## src/rtl/hazard_pkg.sv

```systemverilog
// Shared types for the pipeline hazard controller: forward-select codes,
// the shadow scoreboard entry and the halt/drain state encoding.
package hazard_pkg;

    // Register addresses are held at this fixed width inside the shadows;
    // narrower architectural addresses are zero-extended on capture.
    localparam int SHADOW_AW = 8;

    localparam logic [1:0] FWD_RF  = 2'b00;
    localparam logic [1:0] FWD_WB  = 2'b01;
    localparam logic [1:0] FWD_MEM = 2'b10;

    typedef enum logic [1:0] {
        ST_RUN    = 2'd0,
        ST_DRAIN  = 2'd1,
        ST_HALTED = 2'd2
    } state_t;

    typedef logic [SHADOW_AW-1:0] raddr_t;

    // Destination and source info of one in-flight instruction.
    typedef struct packed {
        logic   valid;
        raddr_t rd;
        logic   reg_write;
        logic   mem_read;
        logic   sets_flags;
        raddr_t rs;
        logic   rs_used;
        raddr_t rt;
        logic   rt_used;
        logic   mem_write;
    } shadow_t;

    // Stage s will write register x, and x is not the hardwired zero register.
    function automatic logic reg_match(input raddr_t x, input shadow_t s, input logic zero_reg);
        return s.valid & s.reg_write & (s.rd == x) & ~(zero_reg & (x == '0));
    endfunction

    // Youngest producer wins; a load still in MEM has no data to give yet.
    function automatic logic [1:0] fwd_sel(input raddr_t src, input shadow_t mem_e,
                                           input shadow_t wb_e, input logic zero_reg);
        if (reg_match(src, mem_e, zero_reg) && !mem_e.mem_read)
            return FWD_MEM;
        else if (reg_match(src, wb_e, zero_reg))
            return FWD_WB;
        return FWD_RF;
    endfunction

endpackage

```

## src/rtl/hazard_ctrl_unit_if.sv

```systemverilog
// ID-stage decode fields in, stall/flush/forward controls out.
// The ID fields are level signals sampled every clock; there is no
// valid/ready exchange beyond id_valid qualifying the ID slot, and the
// controller answers combinationally in the same cycle.
interface hazard_ctrl_unit_if #(parameter int REG_AW = 4);
    import hazard_pkg::*;

    logic              id_valid;
    logic [REG_AW-1:0] id_rs;
    logic [REG_AW-1:0] id_rt;
    logic              id_rs_used;
    logic              id_rt_used;
    logic [REG_AW-1:0] id_rd;
    logic              id_reg_write;
    logic              id_mem_read;
    logic              id_mem_write;
    logic              id_sets_flags;
    logic              id_is_branch;
    logic              id_br_taken;
    logic              id_hlt;

    logic              stall_pc;
    logic              stall_ifid;
    logic              bubble_idex;
    logic              flush_ifid;
    logic [1:0]        fwd_a;
    logic [1:0]        fwd_b;
    logic              fwd_c;
    logic              hlt;
    state_t            dbg_state;

    modport master (
        output id_valid, id_rs, id_rt, id_rs_used, id_rt_used, id_rd, id_reg_write,
               id_mem_read, id_mem_write, id_sets_flags, id_is_branch, id_br_taken, id_hlt,
        input  stall_pc, stall_ifid, bubble_idex, flush_ifid, fwd_a, fwd_b, fwd_c, hlt, dbg_state
    );

    modport slave (
        input  id_valid, id_rs, id_rt, id_rs_used, id_rt_used, id_rd, id_reg_write,
               id_mem_read, id_mem_write, id_sets_flags, id_is_branch, id_br_taken, id_hlt,
        output stall_pc, stall_ifid, bubble_idex, flush_ifid, fwd_a, fwd_b, fwd_c, hlt, dbg_state
    );

endinterface

```

## src/rtl/hazard_ctrl_unit_shadow_stage.sv

```systemverilog
// One shadow pipeline register: takes the upstream entry when loaded,
// otherwise becomes an invalid (bubble) entry.
module hazard_shadow_stage
    import hazard_pkg::*;
(
    input  logic    clk,
    input  logic    rst,
    input  logic    i_load,
    input  shadow_t i_entry,
    output shadow_t o_entry
);

    shadow_t r_entry;

    // Shift in the upstream entry or a bubble each clock.
    always_ff @(posedge clk) begin
        if (rst)
            r_entry <= '0;
        else if (i_load)
            r_entry <= i_entry;
        else
            r_entry <= '0;
    end

    assign o_entry = r_entry;

endmodule

```

## src/rtl/hazard_ctrl_unit.sv

```systemverilog
// Pipeline hazard controller: shadow scoreboard of EX/MEM/WB destinations,
// load-use and flag stalls, branch flush, operand/store-data forwarding and
// the halt-drain sequencer.
module hazard_ctrl_unit
    import hazard_pkg::*;
#(
    parameter int REG_AW       = 4,
    parameter int ZERO_REG     = 1,
    parameter int STORE_BYPASS = 1,
    parameter int DRAIN_CYCLES = 3
) (
    input  logic               clk,
    input  logic               rst,
    hazard_ctrl_unit_if.slave  bus
);

    localparam int   CNT_W = (DRAIN_CYCLES < 2) ? 1 : $clog2(DRAIN_CYCLES + 1);
    localparam logic ZR    = (ZERO_REG != 0);
    localparam logic SB    = (STORE_BYPASS != 0);

    shadow_t    w_id_entry;
    shadow_t    w_ex;
    shadow_t    w_mem;
    shadow_t    w_wb;
    raddr_t     w_rs;
    raddr_t     w_rt;
    logic       w_rs_hit;
    logic       w_rt_hit;
    logic       w_rt_exempt;
    logic       w_ld_stall;
    logic       w_fl_stall;
    logic       w_hazard;
    logic       w_stall;
    logic       w_ex_load;
    logic       w_halt_go;
    logic       w_all_empty;
    logic       w_unused_wb;

    state_t     r_state;
    logic [CNT_W-1:0] r_cnt;
    logic       r_hold;
    logic       r_hlt;

    assign w_rs = raddr_t'(bus.id_rs[REG_AW-1:0]);
    assign w_rt = raddr_t'(bus.id_rt[REG_AW-1:0]);

    // Pack the ID-stage fields into a shadow entry.
    always_comb begin
        w_id_entry            = '0;
        w_id_entry.valid      = 1'b1;
        w_id_entry.rd         = raddr_t'(bus.id_rd[REG_AW-1:0]);
        w_id_entry.reg_write  = bus.id_reg_write;
        w_id_entry.mem_read   = bus.id_mem_read;
        w_id_entry.sets_flags = bus.id_sets_flags;
        w_id_entry.rs         = w_rs;
        w_id_entry.rs_used    = bus.id_rs_used;
        w_id_entry.rt         = w_rt;
        w_id_entry.rt_used    = bus.id_rt_used;
        w_id_entry.mem_write  = bus.id_mem_write;
    end

    // A halt produces no result, so it enters EX as a bubble; the drain
    // then only waits for real work already behind ID.
    assign w_ex_load = bus.id_valid & ~w_stall & ~bus.id_hlt;

    hazard_shadow_stage u_ex  (.clk(clk), .rst(rst), .i_load(w_ex_load), .i_entry(w_id_entry), .o_entry(w_ex));
    hazard_shadow_stage u_mem (.clk(clk), .rst(rst), .i_load(1'b1),      .i_entry(w_ex),       .o_entry(w_mem));
    hazard_shadow_stage u_wb  (.clk(clk), .rst(rst), .i_load(1'b1),      .i_entry(w_mem),      .o_entry(w_wb));

    // Load-use: a store whose only dependence is its data operand can take
    // the loaded value late through fwd_c instead of stalling.
    assign w_rs_hit    = reg_match(w_rs, w_ex, ZR) & bus.id_rs_used;
    assign w_rt_hit    = reg_match(w_rt, w_ex, ZR) & bus.id_rt_used;
    assign w_rt_exempt = SB & bus.id_mem_write & ~w_rs_hit;
    assign w_ld_stall  = w_ex.mem_read & (w_rs_hit | (w_rt_hit & ~w_rt_exempt));

    // Branches resolve in ID, so flags still being produced in EX block them.
    assign w_fl_stall  = bus.id_is_branch & w_ex.valid & w_ex.sets_flags;

    assign w_hazard    = w_ld_stall | w_fl_stall;
    assign w_stall     = w_hazard | r_hold;
    assign w_halt_go   = bus.id_valid & bus.id_hlt & ~w_hazard;
    assign w_all_empty = ~(w_ex.valid | w_mem.valid | w_wb.valid);

    assign bus.stall_pc    = w_stall;
    assign bus.stall_ifid  = w_stall;
    assign bus.bubble_idex = w_stall;
    assign bus.flush_ifid  = bus.id_valid & bus.id_br_taken & ~bus.id_hlt & ~w_stall;
    assign bus.fwd_a       = fwd_sel(w_ex.rs, w_mem, w_wb, ZR);
    assign bus.fwd_b       = fwd_sel(w_ex.rt, w_mem, w_wb, ZR);
    assign bus.fwd_c       = w_mem.mem_write & reg_match(w_mem.rt, w_wb, ZR);
    assign bus.hlt         = r_hlt;
    assign bus.dbg_state   = r_state;

    // WB only needs its destination fields; the rest rides along unused.
    assign w_unused_wb = ^{w_wb.mem_read, w_wb.sets_flags, w_wb.rs, w_wb.rs_used,
                           w_wb.rt, w_wb.rt_used, w_wb.mem_write};

    // Halt sequencer: freeze the front end, count down while the back end
    // empties, then hold hlt until reset. The counter parks at 1.
    always_ff @(posedge clk) begin
        if (rst) begin
            r_state <= ST_RUN;
            r_cnt   <= '0;
            r_hold  <= 1'b0;
            r_hlt   <= 1'b0;
        end else begin
            case (r_state)
                ST_RUN: begin
                    if (w_halt_go) begin
                        r_state <= ST_DRAIN;
                        r_cnt   <= CNT_W'(DRAIN_CYCLES);
                        r_hold  <= 1'b1;
                    end
                end
                ST_DRAIN: begin
                    if ((r_cnt == CNT_W'(1)) && w_all_empty) begin
                        r_state <= ST_HALTED;
                        r_hlt   <= 1'b1;
                    end else if (r_cnt > CNT_W'(1)) begin
                        r_cnt <= r_cnt - CNT_W'(1);
                    end
                end
                ST_HALTED: begin
                    r_hold <= 1'b1;
                    r_hlt  <= 1'b1;
                end
                default: begin
                    r_state <= ST_RUN;
                    r_hold  <= 1'b0;
                    r_hlt   <= 1'b0;
                end
            endcase
        end
    end

endmodule
```

## src/flat_wrapper.sv

```systemverilog
// flat-port wrapper written by rule: the top's interface ports become plain ports
module hazard_ctrl_unit_flat import hazard_pkg::*;
#(
    parameter int REG_AW       = 4,
    parameter int ZERO_REG     = 1,
    parameter int STORE_BYPASS = 1,
    parameter int DRAIN_CYCLES = 3
)
  (clk, rst, bus_id_valid, bus_id_rs, bus_id_rt, bus_id_rs_used, bus_id_rt_used, bus_id_rd, bus_id_reg_write, bus_id_mem_read, bus_id_mem_write, bus_id_sets_flags, bus_id_is_branch, bus_id_br_taken, bus_id_hlt, bus_stall_pc, bus_stall_ifid, bus_bubble_idex, bus_flush_ifid, bus_fwd_a, bus_fwd_b, bus_fwd_c, bus_hlt, bus_dbg_state);
  hazard_ctrl_unit_if #(.REG_AW(REG_AW)) bus_i ();
  input  logic clk;
  input  logic rst;
  input wire logic [$bits(bus_i.id_valid)-1:0] bus_id_valid;
  input wire logic [$bits(bus_i.id_rs)-1:0] bus_id_rs;
  input wire logic [$bits(bus_i.id_rt)-1:0] bus_id_rt;
  input wire logic [$bits(bus_i.id_rs_used)-1:0] bus_id_rs_used;
  input wire logic [$bits(bus_i.id_rt_used)-1:0] bus_id_rt_used;
  input wire logic [$bits(bus_i.id_rd)-1:0] bus_id_rd;
  input wire logic [$bits(bus_i.id_reg_write)-1:0] bus_id_reg_write;
  input wire logic [$bits(bus_i.id_mem_read)-1:0] bus_id_mem_read;
  input wire logic [$bits(bus_i.id_mem_write)-1:0] bus_id_mem_write;
  input wire logic [$bits(bus_i.id_sets_flags)-1:0] bus_id_sets_flags;
  input wire logic [$bits(bus_i.id_is_branch)-1:0] bus_id_is_branch;
  input wire logic [$bits(bus_i.id_br_taken)-1:0] bus_id_br_taken;
  input wire logic [$bits(bus_i.id_hlt)-1:0] bus_id_hlt;
  output wire logic [$bits(bus_i.stall_pc)-1:0] bus_stall_pc;
  output wire logic [$bits(bus_i.stall_ifid)-1:0] bus_stall_ifid;
  output wire logic [$bits(bus_i.bubble_idex)-1:0] bus_bubble_idex;
  output wire logic [$bits(bus_i.flush_ifid)-1:0] bus_flush_ifid;
  output wire logic [$bits(bus_i.fwd_a)-1:0] bus_fwd_a;
  output wire logic [$bits(bus_i.fwd_b)-1:0] bus_fwd_b;
  output wire logic [$bits(bus_i.fwd_c)-1:0] bus_fwd_c;
  output wire logic [$bits(bus_i.hlt)-1:0] bus_hlt;
  output wire logic [$bits(bus_i.dbg_state)-1:0] bus_dbg_state;
  assign bus_i.id_valid = bus_id_valid;
  assign bus_i.id_rs = bus_id_rs;
  assign bus_i.id_rt = bus_id_rt;
  assign bus_i.id_rs_used = bus_id_rs_used;
  assign bus_i.id_rt_used = bus_id_rt_used;
  assign bus_i.id_rd = bus_id_rd;
  assign bus_i.id_reg_write = bus_id_reg_write;
  assign bus_i.id_mem_read = bus_id_mem_read;
  assign bus_i.id_mem_write = bus_id_mem_write;
  assign bus_i.id_sets_flags = bus_id_sets_flags;
  assign bus_i.id_is_branch = bus_id_is_branch;
  assign bus_i.id_br_taken = bus_id_br_taken;
  assign bus_i.id_hlt = bus_id_hlt;
  assign bus_stall_pc = bus_i.stall_pc;
  assign bus_stall_ifid = bus_i.stall_ifid;
  assign bus_bubble_idex = bus_i.bubble_idex;
  assign bus_flush_ifid = bus_i.flush_ifid;
  assign bus_fwd_a = bus_i.fwd_a;
  assign bus_fwd_b = bus_i.fwd_b;
  assign bus_fwd_c = bus_i.fwd_c;
  assign bus_hlt = bus_i.hlt;
  assign bus_dbg_state = bus_i.dbg_state;
  hazard_ctrl_unit #(.REG_AW(REG_AW), .ZERO_REG(ZERO_REG), .STORE_BYPASS(STORE_BYPASS), .DRAIN_CYCLES(DRAIN_CYCLES)) u_core (.clk(clk), .rst(rst), .bus(bus_i));
endmodule
```

## config.mk

```make
export PLATFORM = sky130hd
export DESIGN_NAME = hazard_ctrl_unit_flat
export DESIGN_NICKNAME = d
export VERILOG_FILES = /design/src/rtl/hazard_pkg.sv /design/src/rtl/hazard_ctrl_unit_if.sv /design/src/rtl/hazard_ctrl_unit_shadow_stage.sv /design/src/rtl/hazard_ctrl_unit.sv /design/src/flat_wrapper.sv
export SDC_FILE = /design/constraint.sdc
export NUM_CORES = 1
export LEC_CHECK = 0
export CORE_ASPECT_RATIO = 1.4
export CORE_UTILIZATION = 46
export DETAILED_ROUTE_END_ITERATION = 10
export PLACE_DENSITY = 0.78
export SLEW_MARGIN = 20
export SYNTH_ARGS = -nofsm -noshare
export SYNTH_HDL_FRONTEND = slang
export SYNTH_SLANG_ARGS = --single-unit
```

## constraint.sdc

```tcl
create_clock -name clk -period 1.95 [get_ports clk]
set_clock_uncertainty 0.2 [all_clocks]
set_input_delay 0.195 -clock clk [delete_from_list [all_inputs] [get_ports clk]]
set_output_delay 0.195 -clock clk [all_outputs]
set_load 0.005 [all_outputs]
```

Word level (Yosys, flattened, before mapping)
Cells that the tools add are included.
Widths: inputs -> output; s select.
{"block": "op_classes", "add_sub_neg": 1, "n_lt_le_gt_ge": 1, "eq_ne": 14, "mux": 22, "n_bitwise": 52, "reduce_logical": 16}
{"cell": "$eq 8x8->1", "count": 5}
{"cell": "$logic_not 8->1", "count": 5}
{"cell": "$and 1x1->1", "count": 32}
{"cell": "$mux 31", "count": 1}
{"cell": "$mux 2", "count": 11}
{"cell": "$eq 8x4->1", "count": 2}
{"cell": "$not 1->1", "count": 15}
{"cell": "$mux 1", "count": 6}
{"cell": "$ne 2x1->1 const B", "count": 3}
{"cell": "$pmux 1 s3", "count": 2}
{"cell": "$pmux 2 s3", "count": 1}
{"cell": "$or 1x1->1", "count": 5}
{"cell": "$eq 2x1->1 const B", "count": 2}
{"cell": "$pmux 2 s2", "count": 1}
{"cell": "$reduce_and 2->1", "count": 2}
{"cell": "$reduce_and 4->1", "count": 1}
{"cell": "$logic_and 1x1->1", "count": 3}
{"cell": "$reduce_and 3->1", "count": 1}
{"cell": "$eq 2x2->1 const B", "count": 1}
{"cell": "$gt 2x1->1 const B", "count": 1}
{"cell": "$logic_not 2->1", "count": 1}
{"cell": "$ne 2x2->1 const B", "count": 1}
{"cell": "$reduce_bool 2->1", "count": 1}
{"cell": "$reduce_or 2->1", "count": 1}
{"cell": "other kinds (2)", "count": 2}
{"block": "totals", "regBits": 65, "inputBits": 24, "output_inout_bits": 12, "word_cells": 130}

Logic depth before layout (Yosys ltp)
{"block": "logic_depth", "depth_word": 17, "mapped_depth": 7, "depth_no_buf": 7}

Cells and area by module
A second synthesis with hierarchy kept.
{"block": "unflattened", "hier_cells": 344, "hier_area_um2": 3900.0}
{"module": "hazard_shadow_stage", "n_inst": 3, "cells_per_inst": 68, "area_per_inst_um2": 938.4, "seq_area_each_um2": 620.6}
{"module": "hazard_ctrl_unit", "n_inst": 1, "cells_per_inst": 140, "area_per_inst_um2": 1084.8, "seq_area_each_um2": 120.1}

Worst setup path after synthesis
No wires, ideal clock.
{"block": "synth_path", "path_kind": "register to output", "start": "register u_core.u_ex.r_entry, in the netlist u_core.u_ex.o_entry[30]", "end": "output bus_stall_ifid", "t_arrival_ps": 1607, "t_required_ps": 1555, "path_slack_ps": -52, "path_stages_with_launch": 7, "n_path_buf": 1, "path_cell_list": "dfxtp_1 -> nand4_1 -> or4_4 -> or2_4 -> and2_4 -> nand2_1 -> buf_4"}
{"block": "synth_via", "elab_chain_len": 12, "word_cells_on_any_way": 17, "classes_between": "17 x bitwise"}
{"element": "from (decl)", "line": "hazard_ctrl_unit_shadow_stage.sv:13", "source": "shadow_t r_entry;"}
{"element": "from (signal assigned)", "line": "hazard_ctrl_unit_shadow_stage.sv:20", "source": "r_entry <= i_entry;"}
{"element": "$and 1x1->1 (3 in series)", "line": "hazard_pkg.sv:37", "source": "return s.valid & s.reg_write & (s.rd == x) & ~(zero_reg & (x == '0));"}
{"element": "$and 1x1->1", "line": "hazard_ctrl_unit.sv:72", "source": "assign w_rs_hit = reg_match(w_rs, w_ex, ZR) & bus.id_rs_used;"}
{"element": "$not 1->1", "line": "hazard_ctrl_unit.sv:74", "source": "assign w_rt_exempt = SB & bus.id_mem_write & ~w_rs_hit;"}
{"element": "$and 1x1->1", "line": "hazard_ctrl_unit.sv:74"}
{"element": "$not 1->1", "line": "hazard_ctrl_unit.sv:75", "source": "assign w_ld_stall = w_ex.mem_read & (w_rs_hit | (w_rt_hit & ~w_rt_exempt));"}
{"element": "$and 1x1->1", "line": "hazard_ctrl_unit.sv:75"}
{"element": "$or 1x1->1", "line": "hazard_ctrl_unit.sv:75"}
{"element": "$and 1x1->1", "line": "hazard_ctrl_unit.sv:75"}
{"element": "$or 1x1->1 *", "line": "hazard_ctrl_unit.sv:80", "source": "assign w_hazard = w_ld_stall | w_fl_stall;"}
{"element": "$or 1x1->1 *", "line": "hazard_ctrl_unit.sv:81", "source": "assign w_stall = w_hazard | r_hold;"}
{"element": "to (decl)", "line": "flat_wrapper.sv:27", "source": "output wire logic [$bits(bus_i.stall_ifid)-1:0] bus_stall_ifid;"}
Mark *: on every way between the ends. The rest lies on a longest branch, timed or not.

Worst setup path in the final report
{"block": "layout_path", "start": "register u_core.u_ex.r_entry, in the netlist u_core.u_ex.o_entry[23]", "end": "output bus_flush_ifid"}
{"block": "layout_via", "elab_chain_len": 14, "word_cells_on_any_way": 18, "classes_between": "2 x eq/ne; 16 x bitwise"}
{"element": "$eq 8x4->1", "line": "hazard_pkg.sv:37"}
{"element": "$and 1x1->1 (2 in series)", "line": "hazard_pkg.sv:37"}
{"element": "$and 1x1->1", "line": "hazard_ctrl_unit.sv:72"}
{"element": "$not 1->1", "line": "hazard_ctrl_unit.sv:74"}
{"element": "$and 1x1->1", "line": "hazard_ctrl_unit.sv:74"}
{"element": "$not 1->1", "line": "hazard_ctrl_unit.sv:75"}
{"element": "$and 1x1->1", "line": "hazard_ctrl_unit.sv:75"}
{"element": "$or 1x1->1 *", "line": "hazard_ctrl_unit.sv:75"}
{"element": "$and 1x1->1 *", "line": "hazard_ctrl_unit.sv:75"}
{"element": "$or 1x1->1 *", "line": "hazard_ctrl_unit.sv:80"}
{"element": "$or 1x1->1 *", "line": "hazard_ctrl_unit.sv:81"}
{"element": "$not 1->1 *", "line": "hazard_ctrl_unit.sv:88", "source": "assign bus.flush_ifid = bus.id_valid & bus.id_br_taken & ~bus.id_hlt & ~w_stall;"}
{"element": "$and 1x1->1 *", "line": "hazard_ctrl_unit.sv:88"}
{"element": "to (decl)", "line": "flat_wrapper.sv:29", "source": "output wire logic [$bits(bus_i.flush_ifid)-1:0] bus_flush_ifid;"}
Marks and branches as above.

==> flow_metrics.tcl <==
set metrics [dict create \
    io_buffers 35 \
    io_pins 36 \
    place_area_um2 2410 \
    cts_root_buf "clkbuf_8" \
    stdcell_area_um2 2730 \
    combPwrFrac_pct 31.6 \
    wirelength_mm 4.12 \
    seq_area_frac_synth_pct 43.9 \
    crit_chain "xor2_1, or4_4, or2_4, and2_4, and4_1, buf_2" \
    regArea_um2 838 \
    utilization_pct 69.6 \
    n_fill_cell 279 \
    antenna_left 0 \
    violations "negative setup slack" \
    hold_viol 0 \
    slew_headroom_pct 76.2 \
    finalCritPeriodShare_pct 123 \
    ys_seq_elements 41 \
    peakVddDrop_v 0.000624 \
    drc 0 \
    drtPass1Iterations 4 \
    die_w_um 55.9 \
    grt_pass1_vias 1546 \
    syn_inst 188 \
    synth-edff-count 0 \
    avgSynthCellArea_um2 9.94 \
    fin_crit_ns 2.40 \
    setup.worst_path.end_class "output pin" \
    p_per_area_nw_per_um2 963 \
    synth_cell_types 40 \
    grt_max_degree 27 \
    dr_total_vias 1566 \
    dpl.hpwl_mm 2.84 \
    p_int_w 0.00187 \
    syn-cell-area_um2 1870 \
    clockPowerShare_pct 31.1 \
    outcome "finished, violations left" \
    drv_slew 0 \
    std_cell_rows 27 \
    switchingPower_w 0.000750 \
    worstMarginPinSlew_ns 0.355 \
    cp.arrival_ns 2.01 \
    seqPwrFrac_pct 37.2 \
    hold_ws_ns 0.131 \
    cp-start-kind "register" \
    cts_max_path_buffers 2 \
    initial_utilization_pct 47.7 \
    core-area_um2 3920 \
    final_cells 295 \
    max_cap_violations 0 \
    globalplace.congestion 0.926 \
    async_reset_ff_share_pct 0 \
    power.leakage_nw 1.11 \
    cts.sinks 41 \
    antenna_cells 0 \
    drtIter0Drc 39 \
    worstSetupPathType "reg -> out" \
    avgRoutedWirePerCell_um 14.0 \
    crit_path_max_fanout 2 \
    cts_made_buffers 5 \
    nets 279 \
    synth_nets 216 \
    grt_remaining_overflow 0 \
    hold_path.class "in -> reg" \
    rsz0062_at_grt "yes" \
    crit_path_top_delay_cell "or4_4" \
    finalSetupViolations 27 \
    synthToLayoutAreaGrowth_pct 45.8 \
    track_usage_pct 19.8 \
    cts.clk_slew.worst_paths_ns 0.08 \
    swShare_pct 28.6 \
    fmax_mhz 416 \
    clock_latency_ns 0.29 \
    required_ns 1.55 \
    antenna_found_initial 0 \
    fin_ws_ns -0.451 \
    grt_pass1_wl_mm 6.67 \
    tritoncts "done" \
    htree_levels 2 \
    drive_gt1_share_pct 35.7 \
    fp.dieH_um 77.4 \
    viasPerCell 5.31 \
    yosysWarnings 0 \
    die_area_um2 4330 \
    dpl.cell_count 282 \
    critPathMaxStageDelay_ns 0.57 \
    multi_input_area_um2 1140 \
    ys.flop_type "dfxtp_1" \
    p_total_w 0.00263 \
]
worst max-delay path: cells and delay by family (launching register included):
kind          cells  cell delay [ns]
xor+xnor          1             0.13
buf+inv           1             0.12
flops             1             0.33
simple gates      4             1.14
path summary, 6_finish.rpt:
check	from	endpoint	slack, ns	cells past startpoint
setup / recovery	u_core.u_ex.o_entry[23]$_SDFF_PP0_	bus_flush_ifid	-0.45	6
hold / removal	bus_id_rs[0]	u_core.u_ex.o_entry[11]$_SDFF_PP0_	0.13	2
setup reg to reg	u_core.u_ex.o_entry[23]$_SDFF_PP0_	u_core.u_ex.o_entry[25]$_SDFF_PP0_	-0.17	8
hold reg to reg	u_core.u_ex.o_entry[0]$_SDFF_PP0_	u_core.u_mem.o_entry[0]$_SDFF_PP0_	0.27	1
synth_stat cells, types with 3 or more instances:
| library cell | n | area, um^2 |
|---|---|---|
| xor2_1 | 12 | 105 |
| inv_1 | 5 | 18.8 |
| dfxtp_1 | 41 | 821 |
| a21oi_1 | 6 | 30.0 |
| clkbuf_1 | 3 | 11.3 |
| nor4_1 | 5 | 31.3 |
| nor2b_1 | 21 | 131 |
| nand3_1 | 6 | 30.0 |
| nor3_1 | 12 | 60.1 |
| ha_1 | 4 | 50.1 |
| and2_4 | 8 | 70.1 |
| xnor2_1 | 12 | 105 |
| and2_1 | 11 | 68.8 |
| nor2_1 | 7 | 26.3 |
| nand4_1 | 3 | 18.8 |
cells by family after synthesis:
logic type,after synthesis,synth area share [%]
buffers and inverters,12,3.28
XOR/XNOR,24,11.2
adder cells (fa/ha/maj),4,2.68
multiplexers,1,0.535
AND/OR/NAND/NOR,85,29.5
AO/OA/AOI/OAI,21,8.83
flip-flops,41,43.9
through the flow:
stage / TNS [ns] / setup slack, ns
floorplan: -0.0103 / -0.00646
global placement: -15.58 / -0.836
detailed placement: -15.64 / -0.854
CTS: -2.06 / -0.444
global route: -6.37 / -0.517
finish: -4.64 / -0.451
metal layers:
layer	routed length [um]	up-vias	track usage (%)	part of all wire [%]
met5	0	-	0	0
met4	195	0	13.2	4.7
met3	163	16	3.33	4.0
met2	2100	57	33.7	51
met1	1660	720	22.6	40
li1	-	773	-	-
sequential cells by signal (all words and copies together) (netlist names):
name,count
u_core.r_cnt,2
u_core.bus.hlt,1
u_core.u_wb.o_entry,6
u_core.u_mem.o_entry,12
u_core.u_ex.o_entry,17
u_core.bus.dbg_state,2
u_core.r_hold,1
cell type report:
class / instances / area share (%)
Tap cell: 43 / 1.97
Clock inverter: 3 / 2.52
Timing Repair Buffer: 63 / 19.7
Inverter: 5 / 0.688
Sequential cell: 41 / 30.7
Clock buffer: 5 / 2.52
Multi-Input combinational cell: 135 / 41.9
cells in the final DEF, fill, tap and decap left out, drive strengths merged:
master	n
dfxtp	41
buf	33
clkdlybuf4s50	23
nor2b	21
and2	19
xor2	12
xnor2	12
nor3	12
nor2	7
clkbuf	7
inv	6
nand3	6
a21oi	6
dlygate4sd2	5
nor4	5
ha	4
nand4	3
o21ai	3
nand3b	2
or4	2
a31oi	2
o41ai	2
a211oi	2
bufinv	2
nand2	2
a221oi	2
nand4b	1
or2	1
and4	1
or4b	1
mux2i	1
and4b	1
o21bai	1
o31a	1
nor4b	1
a311oi	1
a2111oi	1
timing repair:
| action | in CTS | in global routing |
|---|---|---|
| buffers inserted | 4 | 1 |
| gates cloned | 0 | 1 |
| endpoints found under the setup margin | 31 | 28 |
| pin swaps | 10 | 8 |
| hold buffers | 0 | 0 |
| resized for setup | 49 | 25 |
power by group through the flow:
| stage | Combinational, W | Clock (W) | Sequential, W |
|---|---|---|---|
| global route | 0.000927 | 0.000871 | 0.000986 |
| global placement | 0.000711 | 0 | 0.000992 |
| detailed placement | 0.000717 | 0 | 0.000994 |
| CTS | 0.000728 | 0.000824 | 0.000975 |
| finish | 0.000831 | 0.000818 | 0.000977 |
| floorplan | 0.000427 | 0 | 0.000992 |
No activity file was read; power rests on OpenSTA's default activity.
